### src/rtl/video_timing_gen.sv
// video_timing_gen: parametrised raster timing generator with RGB565 test
// patterns. A request stage prefetches pixels from an upstream source and a
// REQ_LEAD-deep pipeline realigns sync/enable/pixel with the returned data.
// Handshake: data_req is a one-way strobe with no back-pressure; the source
// must present pixel_data exactly REQ_LEAD-1 cycles after each data_req
// (same cycle when REQ_LEAD=1), and the block never stalls.
module video_timing_gen #(
  parameter int H_SYNC   = 136,
  parameter int H_BACK   = 160,
  parameter int H_DISP   = 1024,
  parameter int H_FRONT  = 24,
  parameter int V_SYNC   = 6,
  parameter int V_BACK   = 29,
  parameter int V_DISP   = 768,
  parameter int V_FRONT  = 3,
  parameter bit HS_POL   = 1'b0,
  parameter bit VS_POL   = 1'b0,
  parameter int REQ_LEAD = 2,
  parameter int CNT_W    = 12
) (
  input  logic        pixel_clk,
  input  logic        sys_rst_n,
  input  logic        en,
  input  logic [1:0]  mode,
  input  logic [15:0] pixel_data,
  output logic        data_req,
  output logic [10:0] pixel_xpos,
  output logic [10:0] pixel_ypos,
  output logic        frame_start,
  output logic [10:0] h_disp,
  output logic [10:0] v_disp,
  output logic        video_hs,
  output logic        video_vs,
  output logic        video_de,
  output logic [15:0] video_rgb
);

  localparam int H_TOTAL = H_SYNC + H_BACK + H_DISP + H_FRONT;
  localparam int V_TOTAL = V_SYNC + V_BACK + V_DISP + V_FRONT;
  localparam int LS      = REQ_LEAD - 1;  // stage feeding the rgb register

  localparam logic [CNT_W-1:0] C_H_LAST = CNT_W'(H_TOTAL - 1);
  localparam logic [CNT_W-1:0] C_V_LAST = CNT_W'(V_TOTAL - 1);
  localparam logic [CNT_W-1:0] C_HA     = CNT_W'(H_SYNC + H_BACK);
  localparam logic [CNT_W-1:0] C_HA_END = CNT_W'(H_SYNC + H_BACK + H_DISP);
  localparam logic [CNT_W-1:0] C_VA     = CNT_W'(V_SYNC + V_BACK);
  localparam logic [CNT_W-1:0] C_VA_END = CNT_W'(V_SYNC + V_BACK + V_DISP);
  localparam logic [CNT_W-1:0] C_HSYNC  = CNT_W'(H_SYNC);
  localparam logic [CNT_W-1:0] C_VSYNC  = CNT_W'(V_SYNC);
  localparam logic [10:0]      C_BAR_W  = 11'(H_DISP / 8);
  localparam logic [10:0]      C_X_LAST = 11'(H_DISP - 1);
  localparam logic [10:0]      C_Y_LAST = 11'(V_DISP - 1);

  typedef enum logic {ST_IDLE = 1'b0, ST_RUN = 1'b1} state_t;

  state_t           r_state;
  state_t           w_state_nxt;
  logic             w_run;
  logic             w_frame_wrap;
  logic [CNT_W-1:0] r_cnt_h;
  logic [CNT_W-1:0] r_cnt_v;

  logic             w_act;
  logic             w_fs;
  logic             w_hs_on;
  logic             w_vs_on;
  logic [10:0]      w_x;
  logic [10:0]      w_y;

  // Stage 0 is the request stage; stage REQ_LEAD drives the video outputs.
  logic             r_p_act [0:REQ_LEAD];
  logic             r_p_hs  [0:REQ_LEAD];
  logic             r_p_vs  [0:REQ_LEAD];
  logic [10:0]      r_p_x   [0:REQ_LEAD-1];
  logic [10:0]      r_p_y   [0:REQ_LEAD-1];
  logic [1:0]       r_p_md  [0:REQ_LEAD-1];  // r_p_md[0] is the frame mode latch
  logic             r_fs;
  logic [15:0]      r_rgb;

  logic [2:0]       w_bar;
  logic [15:0]      w_bar_rgb;
  logic [15:0]      w_pix;
  logic [10:0]      w_xo;
  logic [10:0]      w_yo;

  assign w_frame_wrap = (r_cnt_h == C_H_LAST) && (r_cnt_v == C_V_LAST);

  // FSM state register
  always_ff @(posedge pixel_clk or negedge sys_rst_n) begin
    if (!sys_rst_n) r_state <= ST_IDLE;
    else            r_state <= w_state_nxt;
  end

  // FSM next state: leave RUN only at the frame wrap so a frame always completes
  always_comb begin
    w_state_nxt = r_state;
    case (r_state)
      ST_IDLE: if (en) w_state_nxt = ST_RUN;
      ST_RUN:  if (w_frame_wrap && !en) w_state_nxt = ST_IDLE;
      default: w_state_nxt = ST_IDLE;
    endcase
  end

  // FSM output decode
  always_comb begin
    w_run = 1'b0;
    if (r_state == ST_RUN) w_run = 1'b1;
  end

  // Raster counters: held at origin while idle, so RUN starts from (0,0)
  always_ff @(posedge pixel_clk or negedge sys_rst_n) begin
    if (!sys_rst_n) begin
      r_cnt_h <= '0;
      r_cnt_v <= '0;
    end else if (!w_run) begin
      r_cnt_h <= '0;
      r_cnt_v <= '0;
    end else if (r_cnt_h == C_H_LAST) begin
      r_cnt_h <= '0;
      r_cnt_v <= (r_cnt_v == C_V_LAST) ? '0 : r_cnt_v + CNT_W'(1);
    end else begin
      r_cnt_h <= r_cnt_h + CNT_W'(1);
    end
  end

  // Request-stage decode of the current raster position
  always_comb begin
    w_act   = w_run && (r_cnt_h >= C_HA) && (r_cnt_h < C_HA_END) &&
              (r_cnt_v >= C_VA) && (r_cnt_v < C_VA_END);
    w_fs    = w_run && (r_cnt_h == '0) && (r_cnt_v == '0);
    w_hs_on = w_run && (r_cnt_h < C_HSYNC);
    w_vs_on = w_run && (r_cnt_v < C_VSYNC);
    w_x     = '0;
    w_y     = '0;
    if (w_act) begin
      w_x = 11'(r_cnt_h - C_HA);
      w_y = 11'(r_cnt_v - C_VA);
    end
  end

  // Request stage plus the alignment pipeline; mode is latched only at frame start
  always_ff @(posedge pixel_clk or negedge sys_rst_n) begin
    if (!sys_rst_n) begin
      r_fs <= 1'b0;
      for (int i = 0; i <= REQ_LEAD; i++) begin
        r_p_act[i] <= 1'b0;
        r_p_hs[i]  <= 1'b0;
        r_p_vs[i]  <= 1'b0;
      end
      for (int i = 0; i < REQ_LEAD; i++) begin
        r_p_x[i]  <= '0;
        r_p_y[i]  <= '0;
        r_p_md[i] <= '0;
      end
    end else begin
      r_fs       <= w_fs;
      r_p_act[0] <= w_act;
      r_p_hs[0]  <= w_hs_on;
      r_p_vs[0]  <= w_vs_on;
      r_p_x[0]   <= w_x;
      r_p_y[0]   <= w_y;
      if (w_fs) r_p_md[0] <= mode;
      for (int i = 1; i <= REQ_LEAD; i++) begin
        r_p_act[i] <= r_p_act[i-1];
        r_p_hs[i]  <= r_p_hs[i-1];
        r_p_vs[i]  <= r_p_vs[i-1];
      end
      for (int i = 1; i < REQ_LEAD; i++) begin
        r_p_x[i]  <= r_p_x[i-1];
        r_p_y[i]  <= r_p_y[i-1];
        r_p_md[i] <= r_p_md[i-1];
      end
    end
  end

  assign w_xo  = r_p_x[LS];
  assign w_yo  = r_p_y[LS];
  assign w_bar = 3'(w_xo / C_BAR_W);

  // Colour-bar lookup, left to right
  always_comb begin
    w_bar_rgb = 16'h0000;
    case (w_bar)
      3'd0: w_bar_rgb = 16'hFFFF;
      3'd1: w_bar_rgb = 16'hFFE0;
      3'd2: w_bar_rgb = 16'h07FF;
      3'd3: w_bar_rgb = 16'h07E0;
      3'd4: w_bar_rgb = 16'hF81F;
      3'd5: w_bar_rgb = 16'hF800;
      3'd6: w_bar_rgb = 16'h001F;
      default: w_bar_rgb = 16'h0000;
    endcase
  end

  // Pixel source select by the frame's latched mode
  always_comb begin
    w_pix = pixel_data;
    case (r_p_md[LS])
      2'd0: w_pix = pixel_data;
      2'd1: w_pix = w_bar_rgb;
      2'd2: w_pix = ((w_xo[4:0] == 5'd0) || (w_yo[4:0] == 5'd0) ||
                     (w_xo == C_X_LAST) || (w_yo == C_Y_LAST)) ? 16'hFFFF : 16'h0000;
      default: w_pix = {w_xo[7:3], w_yo[7:2], w_xo[7:3]};
    endcase
  end

  // Output pixel register, blanked outside the active area
  always_ff @(posedge pixel_clk or negedge sys_rst_n) begin
    if (!sys_rst_n)        r_rgb <= '0;
    else if (r_p_act[LS])  r_rgb <= w_pix;
    else                   r_rgb <= '0;
  end

  assign data_req    = r_p_act[0];
  assign pixel_xpos  = r_p_x[0];
  assign pixel_ypos  = r_p_y[0];
  assign frame_start = r_fs;
  assign h_disp      = 11'(H_DISP);
  assign v_disp      = 11'(V_DISP);
  assign video_de    = r_p_act[REQ_LEAD];
  assign video_hs    = r_p_hs[REQ_LEAD] ? HS_POL : ~HS_POL;
  assign video_vs    = r_p_vs[REQ_LEAD] ? VS_POL : ~VS_POL;
  assign video_rgb   = r_rgb;

endmodule

### config.mk
export PLATFORM = sky130hd
export DESIGN_NAME = video_timing_gen
export DESIGN_NICKNAME = d
export VERILOG_FILES = /design/src/rtl/video_timing_gen.sv
export SDC_FILE = /design/constraint.sdc
export NUM_CORES = 1
export LEC_CHECK = 0
export ABC_AREA = 1
export CORE_UTILIZATION = 52
export CTS_CLUSTER_DIAMETER = 40
export DETAILED_ROUTE_END_ITERATION = 8
export PLACE_DENSITY = 0.85
export RECOVER_POWER = 25
export SYNTH_ARGS = -nofsm -noshare
export SYNTH_HDL_FRONTEND = slang
export SYNTH_SLANG_ARGS = --single-unit
### constraint.sdc
create_clock -name pixel_clk -period 2.1 [get_ports pixel_clk]
set_input_delay 0.42 -clock pixel_clk [delete_from_list [all_inputs] [get_ports pixel_clk]]
set_output_delay 0.42 -clock pixel_clk [all_outputs]
set_load 0.1 [all_outputs]
==> results_dict.tcl, run 1 <==
set metrics [dict create \
    rsz0062_at_grt "false" \
    syn_inst 503 \
    cts_buffers 9 \
    clk_path_buf_depth 2 \
    die_area_mm2 0.00921 \
    wl_per_cell_um 13.4 \
    pwr-share-clk 0.358 \
    finalHoldViolCount 0 \
    final_common_cell "dfrtp_1" \
    grt_use_total 0.216 \
    finalSetupViolations 0 \
    p_comb_frac 0.093 \
    ys_types 38 \
    hp-start "r_p_hs[1]$_DFF_PN0_" \
    clk_pin_slew_ns 0.10 \
    viasPerCell 5.03 \
    rr_startpoint "r_cnt_v[0]$_DFFE_PN0P_" \
    die_x_um 96.0 \
    cts_root_buf "clkbuf_8" \
    r2r_cells 8 \
    core_area_mm2 0.00838 \
    min_path_type "register to register" \
    remaining_drc_errors 0 \
    placed_cells 666 \
    gr-total-overflow 0 \
    synth-seq-area-share 0.539 \
    grt_max_degree 55 \
    post-cts-setup-buffers 0 \
    final_max_slew_viol_count 0 \
    num_antenna_cells 0 \
    critPathLaunchType "register" \
    postRouteAntennaNets 0 \
    crit_type "register to register" \
    skew_ns 0.00921 \
    cts_tree "built" \
    stdcell_count 683 \
    port_buffers 63 \
    syn_area_per_cell_um2 9.13 \
    p_leak_nw 2.91 \
    max-slew-margin-rel 0.383 \
    cts_num_sinks 99 \
    switching_share 0.270 \
    period_minus_slack_ns 1.80 \
    design_area_mm2 0.00534 \
    path_max_fanout 21 \
    p_seq_frac 0.550 \
    ioPinCount 86 \
    cts_resized 0 \
    fin_tns_setup_ns 0 \
    dr.pass1.iters 5 \
    dpl_cell_area_mm2 0.00514 \
    drive_above_1_share 0.192 \
    worstReg2RegEnd "pixel_ypos[0]$_DFF_PN0_" \
    synthesis.area_mm2 0.00459 \
    start_util 0.548 \
    switchingPower_uw 943 \
    grt_antenna_before_repair 0 \
    routed-via-count 3433 \
    min_to "r_p_hs[0]$_DFF_PN0_" \
    finalCritPeriodShare 0.858 \
    worst_pin_slew_ns 0.922 \
    crit_required_ns 2.34 \
    yosysWarnings 0 \
    powerDensity_mw_per_mm2 653 \
    rows 33 \
    htree_levels 3 \
    hold_path_depth 0 \
    wl_um 9140 \
    mostFrequentLayoutCells "dfrtp_1, nand2_1, nor2_1" \
    outcome "finished, final reports clean" \
    grt_pass1_wl_um 14900 \
    fin_nets 601 \
    first_global_vias 3235 \
    dp_hpwl_um 6740 \
    r2r_setup_slack_ns 0.30 \
    cap_violations 0 \
    fill_cells 647 \
    internal_power_mw 2.55 \
    worstPathArrival_ns 2.04 \
    drtIter0Drc 153 \
    end_kind "register" \
    ir_worst_vdd_v 0.000479 \
    area_growth_pct 16.3 \
    gp_congestion 0.947 \
    clock.fmax_mhz 555 \
    clk-insertion-delay-late_ns 0.36 \
    ys_seq_elements 99 \
    die_h_um 96.0 \
]
## state kept, by name, summed over array words and instances (netlist names), 4 cells and up
signal / count
video_rgb: 16
w_yo: 11
w_xo: 11
r_cnt_h: 12
r_p_md: 4
pixel_xpos: 11
r_cnt_v: 12
pixel_ypos: 11
## metrics by stage
| step | total power [mW] | utilization | hold slack [ns] | setup slack (ns) |
|---|---|---|---|---|
| 2_1_floorplan | 2.22 | - | 0.124 | 0.599 |
| 3_3_place_gp | 2.28 | 0.613 | 0.261 | 0.428 |
| 3_5_place_dp | 2.28 | 0.613 | 0.266 | 0.331 |
| 4_1_cts | 3.53 | 0.639 | 0.355 | 0.304 |
| 5_1_grt | 3.62 | 0.637 | 0.363 | 0.150 |
| 6_report | 3.49 | 0.637 | 0.349 | 0.298 |
## area by class of cell
class / count / area (µm²) / area share
inverter: 62 / 233 / 0.0436
sequential: 99 / 2480 / 0.464
clock buffer: 10 / 128 / 0.0239
timing repair buffer: 68 / 557 / 0.104
tap: 105 / 131 / 0.0246
multi-input combinational: 333 / 1730 / 0.325
clock inverter: 6 / 81.3 / 0.0152
## cells in the mapped netlist, drive strengths merged
master	n	area (µm²)
dfrtp	99	2480
nand2	89	349
nor2	83	384
inv	62	233
nand3	37	190
buf	29	225
a21oi	27	135
nand4	16	106
o21ai	16	110
xor2	13	114
nor3	9	66.3
ha	7	87.6
nand3b	5	50.1
clkbuf	2	7.51
conb	2	7.51
and3	1	6.26
nor3b	1	7.51
nor4	1	6.26
o211ai	1	7.51
o21a	1	7.51
or2	1	6.26
xnor2	1	8.76
## critical path, cell delays in order (launching register included)
cell and delay, ns:
dfrtp_1 0.44, ha_1 0.26, nor2_4 0.11, nand2_2 0.09, o21ai_4 0.17, nand3b_1 0.11
nand4_2 0.10, buf_4 0.31, nor2_1 0.09
## power groups by stage
stage | Clock [mW] | Combinational (mW) | Sequential (mW)
floorplan | 0 | 0.254 | 1.97
global placement | 0 | 0.324 | 1.95
detailed placement | 0 | 0.327 | 1.96
CTS | 1.28 | 0.330 | 1.92
global route | 1.35 | 0.349 | 1.92
finish | 1.25 | 0.324 | 1.92
## kinds of logic (layout without fill, tap and decap cells)
logic type / count (synthesis) / after routing / synth area share
xor+xnor: 14 / 14 / 0.0267
fa+ha+maj: 7 / 7 / 0.0191
simple gates: 243 / 243 / 0.255
other cells: 2 / 24 / 0.00164
compound gates: 45 / 45 / 0.0567
buf+inv: 93 / 146 / 0.101
flops: 99 / 99 / 0.539
## timing repair
| action | CTS | global route |
|---|---|---|
| endpoints found under the setup margin | 0 | 0 |
| hold endpoints to repair | 8 | 0 |
| hold buffers | 1 | 0 |
## how the worst max path moves through the flow
stage,depth (start not counted),endpoint,slack [ns],startpoint
global route,3,pixel_ypos[0]$_DFF_PN0_,0.15,sys_rst_n
CTS,8,pixel_ypos[0]$_DFF_PN0_,0.30,r_cnt_v[0]$_DFFE_PN0P_
detailed placement,8,pixel_ypos[0]$_DFF_PN0_,0.33,r_cnt_v[0]$_DFFE_PN0P_
floorplan,9,pixel_xpos[3]$_DFF_PN0_,0.60,r_cnt_v[0]$_DFFE_PN0P_
finish,8,pixel_ypos[0]$_DFF_PN0_,0.30,r_cnt_v[0]$_DFFE_PN0P_
global placement,8,pixel_ypos[0]$_DFF_PN0_,0.43,r_cnt_v[0]$_DFFE_PN0P_
## per-layer routing
layer	global-route usage	up-vias	routed length (µm)
met5	0	-	0
met4	0.0709	0	122
met3	0.0466	13	552
met2	0.381	135	4670
met1	0.261	1593	3800
li1	-	1692	-
No activity file was read; power rests on OpenSTA's default activity.
==> run 2, diff against run 1 <==
Settings changed: CTS_CLUSTER_DIAMETER 40 to unset.
==> results of run 2 <==
Same layout as run 1: the final DEF is identical, and so are final timing and power.
==> run 3, diff against run 2 <==
Settings changed: CTS_CLUSTER_DIAMETER set to 120.
==> results of run 3 <==
Same layout as run 1: the final DEF is identical, and so are final timing and power.
